`src/rtl/fifo_pkg.sv`:
```
// fifo_pkg: shared state encoding and depth helper for the parametrised FIFO
package fifo_pkg;

    typedef enum logic [2:0] {
        IDLE     = 3'b000,
        WRITE    = 3'b001,
        READ     = 3'b010,
        WR_ERROR = 3'b011,
        RD_ERROR = 3'b100,
        WR_RD    = 3'b101
    } state_t;

    function automatic int fifo_depth(input int addr_width);
        return 2 ** addr_width;
    endfunction

endpackage

```
`src/rtl/fifo_ns_param.sv`:
```
// fifo_ns_param: combinational next-state and action decode for the FIFO
module fifo_ns_param
    import fifo_pkg::*;
#(
    parameter int ADDR_WIDTH = 3
) (
    input  logic                  wr_en,
    input  logic                  rd_en,
    input  logic [2:0]            state,
    input  logic [ADDR_WIDTH:0]   data_count,
    output logic [2:0]            state_n,
    output logic                  wr_do,
    output logic                  rd_do,
    output logic                  wr_err_n,
    output logic                  rd_err_n
);

    localparam logic [ADDR_WIDTH:0] DEPTH_C = (ADDR_WIDTH + 1)'(fifo_depth(ADDR_WIDTH));

    logic legal, is_full, is_empty;

    // Same decision from every legal state; illegal codes fall back to IDLE with no action
    always_comb begin
        legal    = state <= WR_RD;
        is_full  = data_count == DEPTH_C;
        is_empty = data_count == '0;
        wr_do    = legal && wr_en && !is_full;
        rd_do    = legal && rd_en && !is_empty;
        wr_err_n = legal && wr_en && is_full;
        rd_err_n = legal && rd_en && is_empty;
        state_n  = (wr_do && rd_do) ? WR_RD    :
                   wr_do            ? WRITE    :
                   rd_do            ? READ     :
                   wr_err_n         ? WR_ERROR :
                   rd_err_n         ? RD_ERROR : IDLE;
    end

endmodule

```
`src/rtl/fifo_ctrl_param.sv`:
```
// fifo_ctrl_param: parametrised synchronous FIFO with state, flags and ack/err handshakes
module fifo_ctrl_param
    import fifo_pkg::*;
#(
    parameter int DATA_WIDTH = 32,
    parameter int ADDR_WIDTH = 3,
    parameter int AF_LEVEL   = 6,
    parameter int AE_LEVEL   = 2
) (
    input  logic                  clk,
    input  logic                  reset_n,
    input  logic                  wr_en,
    input  logic                  rd_en,
    input  logic [DATA_WIDTH-1:0] din,
    output logic [DATA_WIDTH-1:0] dout,
    output logic [2:0]            state,
    output logic [ADDR_WIDTH:0]   data_count,
    output logic                  full,
    output logic                  empty,
    output logic                  almost_full,
    output logic                  almost_empty,
    output logic                  wr_ack,
    output logic                  wr_err,
    output logic                  rd_ack,
    output logic                  rd_err
);

    localparam int DEPTH = fifo_depth(ADDR_WIDTH);
    localparam logic [ADDR_WIDTH:0] DEPTH_C = (ADDR_WIDTH + 1)'(DEPTH);
    localparam logic [ADDR_WIDTH:0] AF_C    = (ADDR_WIDTH + 1)'(AF_LEVEL);
    localparam logic [ADDR_WIDTH:0] AE_C    = (ADDR_WIDTH + 1)'(AE_LEVEL);

    logic [DATA_WIDTH-1:0] mem [DEPTH];
    logic [DATA_WIDTH-1:0] dout_q;
    logic [ADDR_WIDTH-1:0] wr_ptr_q, rd_ptr_q;
    logic [ADDR_WIDTH:0]   count_q, count_d;
    logic [2:0]            state_q, state_d;
    logic                  wr_do, rd_do, wr_err_d, rd_err_d;
    logic                  wr_ack_q, wr_err_q, rd_ack_q, rd_err_q;

    fifo_ns_param #(.ADDR_WIDTH(ADDR_WIDTH)) u_ns (
        .wr_en      (wr_en),
        .rd_en      (rd_en),
        .state      (state_q),
        .data_count (count_q),
        .state_n    (state_d),
        .wr_do      (wr_do),
        .rd_do      (rd_do),
        .wr_err_n   (wr_err_d),
        .rd_err_n   (rd_err_d)
    );

    // Count moves only when exactly one side is accepted
    always_comb begin
        count_d = (wr_do && !rd_do) ? count_q + 1'b1 :
                  (rd_do && !wr_do) ? count_q - 1'b1 : count_q;
    end

    // Storage is not reset; contents survive reset by design
    always_ff @(posedge clk) begin
        if (wr_do) mem[wr_ptr_q] <= din;
    end

    // State, pointers, count, read data and handshake pulses all commit at the same edge
    always_ff @(posedge clk or negedge reset_n) begin
        if (!reset_n) begin
            state_q  <= IDLE;
            wr_ptr_q <= '0;
            rd_ptr_q <= '0;
            count_q  <= '0;
            dout_q   <= '0;
            wr_ack_q <= 1'b0;
            wr_err_q <= 1'b0;
            rd_ack_q <= 1'b0;
            rd_err_q <= 1'b0;
        end else begin
            state_q  <= state_d;
            count_q  <= count_d;
            wr_ack_q <= wr_do;
            wr_err_q <= wr_err_d;
            rd_ack_q <= rd_do;
            rd_err_q <= rd_err_d;
            if (wr_do) wr_ptr_q <= wr_ptr_q + 1'b1;
            if (rd_do) begin
                rd_ptr_q <= rd_ptr_q + 1'b1;
                dout_q   <= mem[rd_ptr_q];
            end
        end
    end

    assign dout         = dout_q;
    assign state        = state_q;
    assign data_count   = count_q;
    assign full         = count_q == DEPTH_C;
    assign empty        = count_q == '0;
    assign almost_full  = count_q >= AF_C;
    assign almost_empty = count_q <= AE_C;
    assign wr_ack       = wr_ack_q;
    assign wr_err       = wr_err_q;
    assign rd_ack       = rd_ack_q;
    assign rd_err       = rd_err_q;

endmodule

```
`config.mk`:
```
export PLATFORM = sky130hd
export DESIGN_NAME = fifo_ctrl_param
export DESIGN_NICKNAME = d
export VERILOG_FILES = /design/src/rtl/fifo_pkg.sv /design/src/rtl/fifo_ns_param.sv /design/src/rtl/fifo_ctrl_param.sv
export SDC_FILE = /design/constraint.sdc
export NUM_CORES = 1
export LEC_CHECK = 0
export ABC_AREA = 1
export BUFFER_PORTS_ARGS = -buffer_cell sky130_fd_sc_hd__buf_2
export CAP_MARGIN = 20
export CORE_MARGIN = 1
export CORE_UTILIZATION = 55
export CTS_CLUSTER_DIAMETER = 150
export DETAILED_ROUTE_END_ITERATION = 16
export HOLD_SLACK_MARGIN = 0.02
export MAX_ROUTING_LAYER = met4
export PLACE_DENSITY = 0.71
export SYNTH_ARGS = -nofsm -noshare
export SYNTH_HDL_FRONTEND = slang
export SYNTH_SLANG_ARGS = --single-unit
```
`constraint.sdc`:
```
create_clock -name clk -period 3.45 [get_ports clk]
set_clock_uncertainty 0.15 [all_clocks]
set_input_delay 0.69 -clock clk [delete_from_list [all_inputs] [get_ports clk]]
set_output_delay 0.69 -clock clk [all_outputs]
set_load 0.05 [all_outputs]
```
== After elaboration in Yosys (flattened, before gate mapping) ==
Memories as Yosys holds them, arrays and structs flattened. A register that Yosys moved wholly into a read port is not among the register bits.
Cells that the tools add are included.
Storage, ports and cells
  flip-flop bits (word level): 17
  memory bits (writable): 256
  output and inout bits: 47
  word-level logic and storage cells: 42
  memories: 1
Cells by class
  add/sub/neg operators: 4
  magnitude comparators: 3
  equal/unequal tests: 1
  mux-type cells: 9
  reductions and logical operators: 16
Memories
  mem: words 8, width 32, read ports 1, clocked after memory_dff 1, write ports 1, RTL line fifo_ctrl_param.sv:33  | logic [DATA_WIDTH-1:0] mem [DEPTH];
Operator list (number)
  $mux W3: 5
  $logic_and A1 B1 Y1: 9
  $mux W4: 2
  $add A3 B1 Y3 const B: 2
  $logic_not A1 Y1: 5
  $add A4 B1 Y4 const B: 1
  $eq A4 B4 Y1 const B: 1
  $ge A4 B3 Y1 const B: 1
  $le A4 B2 Y1 const B: 1
  $logic_not A4 Y1: 1
  $sub A4 B1 Y4 const B: 1
  $le A3 B3 Y1 const B: 1
  $mux W1: 2
  $reduce_bool A2 Y1: 1

== Logic depth before layout (Yosys ltp) ==
  word-level depth: 8
  mapped depth: 15

== By module ==
From an unflattened synthesis, not the netlist that was laid out.
Second synthesis, totals
  cells, all modules: 1224
  area total of the unflattened synthesis: 12827.3 µm²
By module, submodules not included
  fifo_ctrl_param: instances 1, cells an instance 1201, area an instance 12695.9 µm², seq. area each 8913.5 µm²
  fifo_ns_param: instances 1, cells an instance 23, area an instance 131.4 µm², seq. area each 0.0 µm²

== Least setup slack after synthesis ==
Ideal clock, no wire load.
  kind: flip-flop to flip-flop
  start point: register count_q[0], in the netlist data_count[0]
  end point: memory mem[0][0] (enable)
  setup time: 0.421 ns
  arrival time: 2.725 ns
  required time: 2.879 ns
  path slack: 0.154 ns
  stages on the path, launching flop included: 6
  path buffers: 0
  cell sequence: dfrtp_1 -> nor2_1 -> nand2_1 -> nand2_1 -> or2_2 -> nor2_1
Between the ends
  longest elaborated chain between the ends: 5
RTL lines
  from (decl): RTL line fifo_ctrl_param.sv:36  | logic [ADDR_WIDTH:0] count_q, count_d;
  from (signal assigned): RTL line fifo_ctrl_param.sv:78  | count_q <= count_d;
  $eq A4 B4 Y1: RTL line fifo_ns_param.sv:25  | is_full = data_count == DEPTH_C;
  $logic_not A1 Y1: RTL line fifo_ns_param.sv:27  | wr_do = legal && wr_en && !is_full;
  $logic_and A1 B1 Y1: RTL line fifo_ns_param.sv:27
  $mux W1: RTL line fifo_ctrl_param.sv:61  | if (wr_do) mem[wr_ptr_q] <= din;
  $mux W1 (not written as such): RTL line fifo_ctrl_param.sv:61
  to (decl): RTL line fifo_ctrl_param.sv:33
No other way between the ends.

== Final worst setup path ==
  start point: register count_q[0], in the netlist data_count[0]
  end point: memory mem[6][16] (enable)
Same word-level chain as after synthesis.

==> run metrics <==
Unique masters post-synth 23; layout cells sized above 1 12.2%; met2 wire len 12900 µm; fin crit share 73.0%; DRT met1 WL 11700 µm; register area 0.00892 mm²; Worst-Skew Late Latency 540 ps; sequential area share after synthesis 69.6%; wire length on met3 1680 µm; top routing layer in use met4; non-filler cells in the finished layout roughly 1.6k; Inserted Diodes 0; all-layer global routing usage 24.2%; min Tclk post-route 2520 ps; initial antenna violation count 0; nets 1343; Layout fillers 1744; drt wl/cell between 15 and 20 µm; Syn Inst Count 1219; Die Ht 155 µm; cell mode on critical path nand2_1; GP Congestion 0.823; Detailed Route WL 26800 µm; total die area about 0.024 mm²; FP Rows 55; clk slew on worst S/H paths 60 ps; Util after Layout 63.8%; drt via density ~5.2; Levels on crit path 6; largest net degree at the start of global routing 87; fmax 397 MHz; Ys Warns 0; CP startpoint kind flop; status complete, no violations; I/O pin count 83; Crit Path Max Fanout 19; PwrDens slightly below 900 mW/mm²; CTS tree yes; fin area 0.0145 mm²; top area cells in the synthesized netlist edfxtp_1, nand2_1, dfrtp_1, nand3_1, inv_1; worst-margin pin slew just over 900 ps; WHS Endpoint mem[5][4]$_DFFE_PP_; Multi-input gate area 0.00285 mm²; WP data arrival ~2600 ps; post-synth design cell area 0.0128 mm²; first-pass GRT wire length 43500 µm; Top Family by Delay on Critical Path simple AND/OR/NAND/NOR gates; syn nets 1262; syn avg cell area 10.5 µm²; Final setup viols 0; CTS max path bufs 3; worst r2r src data_count[0]$_DFFE_PN0P_; CTS Buf Count 31; Worst Path Required between 3000 and 4000 ps; number of port buffers between 80 and 90; RSZ-0062 raised after global routing false; peak supply drop 0.000698 V; vias 8392; post-route setup TNS 0 ps; max-cap viol count 0; worst reg2reg path endpoint mem[6][16]$_DFFE_PP_; root buf cell clkbuf_16; Detail Placement HPWL 15500 µm; Synth-to-Final Area Change 13.1%; Hold WS 273 ps; Remaining Overflow, GRT 0; post-route antenna net violation count 0; Slowest-stage cell, CP nor2_4; Slew Limit Headroom 38.9%; critical setup path kind reg -> reg; slowest stage delay, CP around 550 ps; Core Area 0.0227 mm²; drt drc 0; r2r setup slk 930 ps; cell leakage power about 6.5 nW; final hold violation count 0; R2R cell count 6; post-CTS resize count 0; Buf+Inv Stages, Crit Path 1; max-slew violations 0; Initial DRC Count 601; Yosys top cell by area edfxtp_1; Max H-tree Level 1; post-CTS setup buffers 0; #FFs+latches synth 305; Yosys top cell area share 60.0%; Placed Area 0.0135 mm²; hold path cells 1; hold_buf cts 1; Hold Path Origin din[4]; die width 155 µm; worst-path cell chain nor2_1 > nand2_1 > nand2_1 > or2_2 > nor2_4 > buf_4; Min-Delay Path Class in -> reg; CP endpoint kind flop; CTS sink count 305; starting density of the core 56.4%; vias in the first global route 8292; Pre-antenna DRT Iters 5; post-placement cell count roughly 1.6k
==> cell usage after synthesis <==
| master | n |
|---|---|
| a21boi_1 | 1 |
| a21oi_1 | 3 |
| buf_1 | 1 |
| buf_2 | 35 |
| buf_4 | 9 |
| buf_6 | 3 |
| clkbuf_1 | 8 |
| dfrtp_1 | 49 |
| edfxtp_1 | 256 |
| fa_1 | 1 |
| ha_1 | 6 |
| inv_1 | 208 |
| inv_2 | 2 |
| nand2_1 | 414 |
| nand2_2 | 1 |
| nand3_1 | 195 |
| nor2_1 | 14 |
| nor2_2 | 1 |
| o21ai_0 | 5 |
| o21bai_1 | 1 |
| or2_2 | 2 |
| xnor2_1 | 2 |
| xor2_1 | 2 |
==> logic make-up after synthesis <==
family	Yosys count	synth area share, %
xor gates and xnor gates	4	0.274
DFF	305	69.6
and+or+nand+nor	627	20.4
buffers and inverters	266	8.58
adders and majority gates	7	0.743
AOI/OAI and AO/OA	10	0.430
==> state kept, by name (all words and copies together) (netlist names) <==
signal      flops
dout           32
wr_ack          1
rd_ack          1
rd_ptr_q        3
wr_err          1
state           3
data_count      4
wr_ptr_q        3
mem           256
rd_err          1
==> final cells by class <==
cell class | instances | area share (%)
Tap cell | 285 | 2.46
Clock inverter | 8 | 0.639
Multi-Input combinational cell | 648 | 19.7
Timing Repair Buffer | 104 | 4.16
Clock buffer | 49 | 6.03
Inverter | 210 | 5.45
Sequential cell | 305 | 61.6
==> per-layer routing <==
layer	track usage, %	up-vias
met1	32.0	4014
met4	6.08	0
li1	-	4073
met5	-	-
met3	3.70	43
met2	39.6	262
==> through the flow <==
step,setup slack (ps),power [mW]
2_1_floorplan,154,8.56
3_3_place_gp,677,9.72
3_5_place_dp,649,9.82
4_1_cts,910,13.0
5_1_grt,686,13.7
6_report,933,12.9
==> report_power, final <==
group | internal [mW] | total (mW) | switching (mW) | leakage [nW]
combinational | 1.22 | 4.64 | 3.43 | 3.14
clock | 1.88 | 3.18 | 1.30 | 0.471
sequential | 4.74 | 5.09 | 0.352 | 2.92
==> cell usage in the layout, fill, tap and decap left out, drive strengths merged, types with 2 or more instances in the layout <==
| master | n |
|---|---|
| xor2 | 2 |
| nor2 | 15 |
| edfxtp | 256 |
| dfrtp | 49 |
| o21ai | 5 |
| inv | 210 |
| a21oi | 3 |
| nand2 | 415 |
| nand3 | 195 |
| buf | 103 |
| xnor2 | 2 |
| ha | 6 |
| or2 | 2 |
| bufinv | 2 |
| clkbuf | 49 |
| clkinv | 6 |
==> worst max-delay path by stage <==
stage / startpoint / endpoint
2_1_floorplan: data_count[0]$_DFFE_PN0P_ / mem[0][0]$_DFFE_PP_
3_3_place_gp: wr_en / mem[6][15]$_DFFE_PP_
3_5_place_dp: wr_en / mem[6][16]$_DFFE_PP_
4_1_cts: data_count[0]$_DFFE_PN0P_ / mem[6][18]$_DFFE_PP_
5_1_grt: data_count[3]$_DFFE_PN0P_ / data_count[3]$_DFFE_PN0P_
6_report: data_count[0]$_DFFE_PN0P_ / mem[6][16]$_DFFE_PP_
==> worst reg2reg max path, cell delays in order, from the launching register on <==
cell and delay, ps:
dfrtp_1 480, nor2_1 100, nand2_1 120, nand2_1 110, or2_2 400, nor2_4 550, buf_4 300
(Power assumes the default switching activity.)
